**config.mk**
```make
export PLATFORM = sky130hd
export DESIGN_NAME = param_counter
export DESIGN_NICKNAME = d
export VERILOG_FILES = /design/src/rtl/param_counter.sv
export SDC_FILE = /design/constraint.sdc
export NUM_CORES = 1
export LEC_CHECK = 0
export CELL_PAD_IN_SITES_DETAIL_PLACEMENT = 1
export CELL_PAD_IN_SITES_GLOBAL_PLACEMENT = 1
export CORE_MARGIN = 4
export CORE_UTILIZATION = 32
export DETAILED_ROUTE_END_ITERATION = 10
export PLACE_DENSITY = 0.82
export SYNTH_ARGS = -nofsm -noshare
export SYNTH_HDL_FRONTEND = slang
export SYNTH_SLANG_ARGS = --single-unit
```
**constraint.sdc**
```tcl
create_clock -name clk -period 3.5 [get_ports clk]
set_input_delay 0.525 -clock clk [delete_from_list [all_inputs] [get_ports clk]]
set_output_delay 0.525 -clock clk [all_outputs]
set_load 0.005 [all_outputs]
```
**src/rtl/param_counter.sv**
```systemverilog
// Up/down counter with a programmable upper bound, wrap or saturate at either end,
// a synchronous clamped load, a one-cycle wrap pulse and a sticky "blocked at limit" flag.
module param_counter #(
    parameter int          WIDTH   = 4,
    parameter int unsigned MAX_VAL = 15
) (
    input  logic             clk,
    input  logic             rst,
    input  logic             en,
    input  logic             up,
    input  logic             sat,
    input  logic             load,
    input  logic [WIDTH-1:0] load_val,
    output logic [WIDTH-1:0] q,
    output logic             tc,
    output logic             wrap,
    output logic             at_limit
);

    localparam logic [WIDTH-1:0] MAX_Q  = WIDTH'(MAX_VAL);
    localparam logic [WIDTH-1:0] ZERO_Q = '0;
    localparam logic [WIDTH-1:0] ONE_Q  = WIDTH'(1);

    logic [WIDTH-1:0] count_q, count_d;
    logic             wrap_q, wrap_d;
    logic             at_limit_q, at_limit_d;

    logic             at_max;
    logic             at_zero;
    logic             hit_bound;
    logic [WIDTH-1:0] load_clamped;

    assign at_max       = (count_q == MAX_Q);
    assign at_zero      = (count_q == ZERO_Q);
    assign hit_bound    = up ? at_max : at_zero;
    assign load_clamped = (load_val > MAX_Q) ? MAX_Q : load_val;

    // Bound is compared explicitly, so MAX_VAL = 2^WIDTH-1 never relies on overflow.
    always_comb begin
        count_d    = count_q;
        wrap_d     = 1'b0;
        at_limit_d = at_limit_q;
        if (load) begin
            count_d    = load_clamped;
            at_limit_d = 1'b0;
        end else if (en) begin
            if (hit_bound) begin
                if (sat) begin
                    at_limit_d = 1'b1;
                end else begin
                    count_d = up ? ZERO_Q : MAX_Q;
                    wrap_d  = 1'b1;
                end
            end else begin
                count_d = up ? (count_q + ONE_Q) : (count_q - ONE_Q);
            end
        end
    end

    always_ff @(posedge clk) begin
        if (rst) begin
            count_q    <= '0;
            wrap_q     <= 1'b0;
            at_limit_q <= 1'b0;
        end else begin
            count_q    <= count_d;
            wrap_q     <= wrap_d;
            at_limit_q <= at_limit_d;
        end
    end

    // Terminal count is combinational so it can qualify the same edge that wraps.
    assign tc       = en & ~load & hit_bound;
    assign q        = count_q;
    assign wrap     = wrap_q;
    assign at_limit = at_limit_q;

endmodule

```
==> impl_metrics.csv <==
group,metric,value,unit
route,wl_per_cell,16.2,µm
route,drt_iter0_drc,22,
clock_tree,clock_latency,0.26,ns
route,wl,1.39,mm
timing,fin_tns_setup,0,ns
clock_tree,root_buffer,"clkbuf_4",
die,dieArea,0.00208,mm²
clock_tree,path_clk_slew,0.06,ns
grt,antenna_found_initial,0,
route,dr.pass1.iters,4,
logic_synthesis,synth_nets,65,
die,die_w,45.6,µm
logic_synthesis,synth-seq-cells,6,
logic_synthesis,synth_cells,52,
critical_path,reg2reg_depth,4,
timing,fin_crit_sh,0.827,
critical_path,crit_required,2.97,ns
critical_path,cp-start-kind,"input pin",
die,start_util,0.344,
worst_hold_path,hold_path_end,"at_limit$_SDFFE_PP0P_",
pwr,ir_drop,0.117,mV
logic_synthesis,synth.most_common_cell,"dfxtp_1",
timing,relSlewSlack,0.785,
logic_synthesis,synth_edf_count,0,
timing,rsz0062_at_grt,"no",
logic_synthesis,yosysUniqueCellTypes,33,
die,rows,13,
logic_synthesis,synth_top_cell_area_share,0.265,
logic_synthesis,ys_async_sr_fraction,0,
place,place.detailed.hpwl,1.06,mm
timing,finalSetupViolations,0,
critical_path,worstPathArrival,2.37,ns
die,die_h,45.6,µm
place,gp_congestion,0.733,
pwr,power_leakage,0.245,nW
clock_tree,cts.htree.levels,1,
finish,final_nets,86,
clock_tree,clkSinkCount,6,
clock_tree,cts_buffers,3,
grt,grt_pass1_vias,471,
worst_hold_path,holdPathStages,2,
logic_synthesis,synth_area_leaders,"dfxtp_1 27%, ha_1 5.5%, o221a_1 5.0%",
place,port_buffers,16,
route,num_vias,497,
critical_path,slowest_stage,"clkdlybuf4s50_1",
die,io_pins,17,
timing,fin_skew,0.00948,ns
route,drc_errors,0,
place,placed_area,632,µm²
critical_path,critical_path_class,"input pin to primary output",
logic_synthesis,synth-seq-area-share,0.265,
logic_synthesis,synthTopCellsByCount,"6 x dfxtp_1, 4 x inv_1, 4 x nor2_1",
critical_path,r2r_slack,1.78,ns
clock_tree,cts_tree,"built",
grt,grt_max_degree,11,
grt,grt_pass1_wl,2.21,mm
logic_synthesis,syn_area,453,µm²
critical_path,r2r_start,"q[0]$_SDFFE_PP0P_",
finish,syn_to_final_growth,44.5,%
pwr,p_per_area,344,mW/mm²
timing,fmaxAchievable,345,MHz
critical_path,cp_max_fo,4,
timing,hold_viol_final,0,
critical_path,crit_path_max_incr_delay,0.50,ns
finish,diodes,0,
logic_synthesis,synth_top_cell_by_area,"dfxtp_1",
clock_tree,cts_resized,0,
finish,fill_cells,158,
logic_synthesis,yosysWarnings,0,
clock_tree,hold_buffers,0,
timing,tightest_slew,0.322,ns
critical_path,r2r_end,"q[3]$_SDFFE_PP0P_",
logic_synthesis,syn_area_per_cell,8.71,µm²
timing,slew_viol_final,0,
worst_hold_path,min_from,"at_limit$_SDFFE_PP0P_",
clock_tree,cts_setup_buffers,0,
timing,fin_crit,2.90,ns
status,outcome,"finished, final reports clean",
clock_tree,cts.path.max_buffers,2,
die,core,0.00132,mm²
grt,grt_overflow,0,
logic_synthesis,synthFlopType,"dfxtp_1",
route,final_antenna_net_count,0,
critical_path,worstPathCellList,"clkdlybuf4s50_1, or4_4, nor2_2, nor2_1, nor2_1, clkdlybuf4s50_1",
route,vias_per_cell,5.78,
run,cap_violations,0,
finish,fin_area,654,µm²
critical_path,critPathCaptureType,"primary output",
worst_hold_path,hp-class,"flop to flop",
finish,drive_gt1_frac,0.155,
grt,track_usage,0.150,
placed cells by master (no fill, tap or decap), drive strengths merged, types with 2 or more instances in the layout:
master,Yosys,final
nor2,5,5
dfxtp,6,6
o221a,2,2
nand2,2,2
ha,2,2
o21ai,3,3
a21oi,3,3
clkbuf,0,3
nand3,2,2
inv,4,4
clkdlybuf4s50,0,16
o21a,2,2
how the worst max path moves through the flow:
| stage | startpoint | end | slack [ns] | depth (start not counted) |
|---|---|---|---|---|
| 3_5_place_dp | up | tc | 0.63 | 6 |
| 4_1_cts | up | tc | 0.61 | 6 |
| 6_report | up | tc | 0.60 | 6 |
| 3_3_place_gp | up | tc | 0.70 | 6 |
| 2_1_floorplan | up | tc | 1.69 | 4 |
| 5_1_grt | up | tc | 0.54 | 6 |
report_power, final:
group          internal [mW]  switching, mW  leakage (nW)  total [mW]
registers             0.0735        0.00901        0.0495      0.0825
clock network         0.0393         0.0318        0.0138      0.0711
logic                 0.0406         0.0311         0.182      0.0717
worst max-delay path, delay by kind of cell:
| kind | cells | cell delay [ns] |
|---|---|---|
| simple gates | 4 | 0.85 |
| buf+inv | 2 | 0.99 |
cells by family after synthesis:
logic type	synth area share
AO/OA/AOI/OAI	0.285
XOR/XNOR	0.0387
adder cells (fa/ha/maj)	0.0994
buffers and inverters	0.0331
flip-flops	0.265
AND/OR/NAND/NOR	0.279
area by class of cell:
cell class	count	area [µm²]	area share
inverters	4	15.0	0.0229
well taps	15	18.8	0.0287
repair buffers	16	160	0.245
flip-flops and latches	6	120	0.184
multi-input cells	42	318	0.486
clock buffers	3	22.5	0.0344
registers in the layout (all words and copies together), names as in the netlist:
name and count:
q 4, wrap 1, at_limit 1
routing by layer:
| layer | vias to the layer above | wire (µm) | part of all wire | track usage |
|---|---|---|---|---|
| li1 | 236 | - | - | - |
| met1 | 234 | 593 | 0.43 | 0.191 |
| met2 | 22 | 674 | 0.48 | 0.231 |
| met3 | 5 | 104 | 0.075 | 0.0514 |
| met4 | 0 | 20 | 0.014 | 0.0526 |
| met5 | - | 0 | 0 | 0 |
metrics by stage:
| step | power [mW] | instances | hold WS (ns) | setup WS (ns) | util |
|---|---|---|---|---|---|
| final | 0.225 | 86 | 0.456 | 0.605 | 0.497 |
| after global routing | 0.238 | 86 | 0.484 | 0.543 | 0.497 |
| after CTS | 0.227 | 86 | 0.464 | 0.607 | 0.497 |
| after detailed placement | 0.155 | 83 | 0.455 | 0.628 | 0.480 |
| after global placement | 0.153 | 83 | 0.444 | 0.701 | 0.480 |
| after floorplan | 0.121 | 52 | 0.442 | 1.69 | - |
Power figures use the tool's default switching activity.
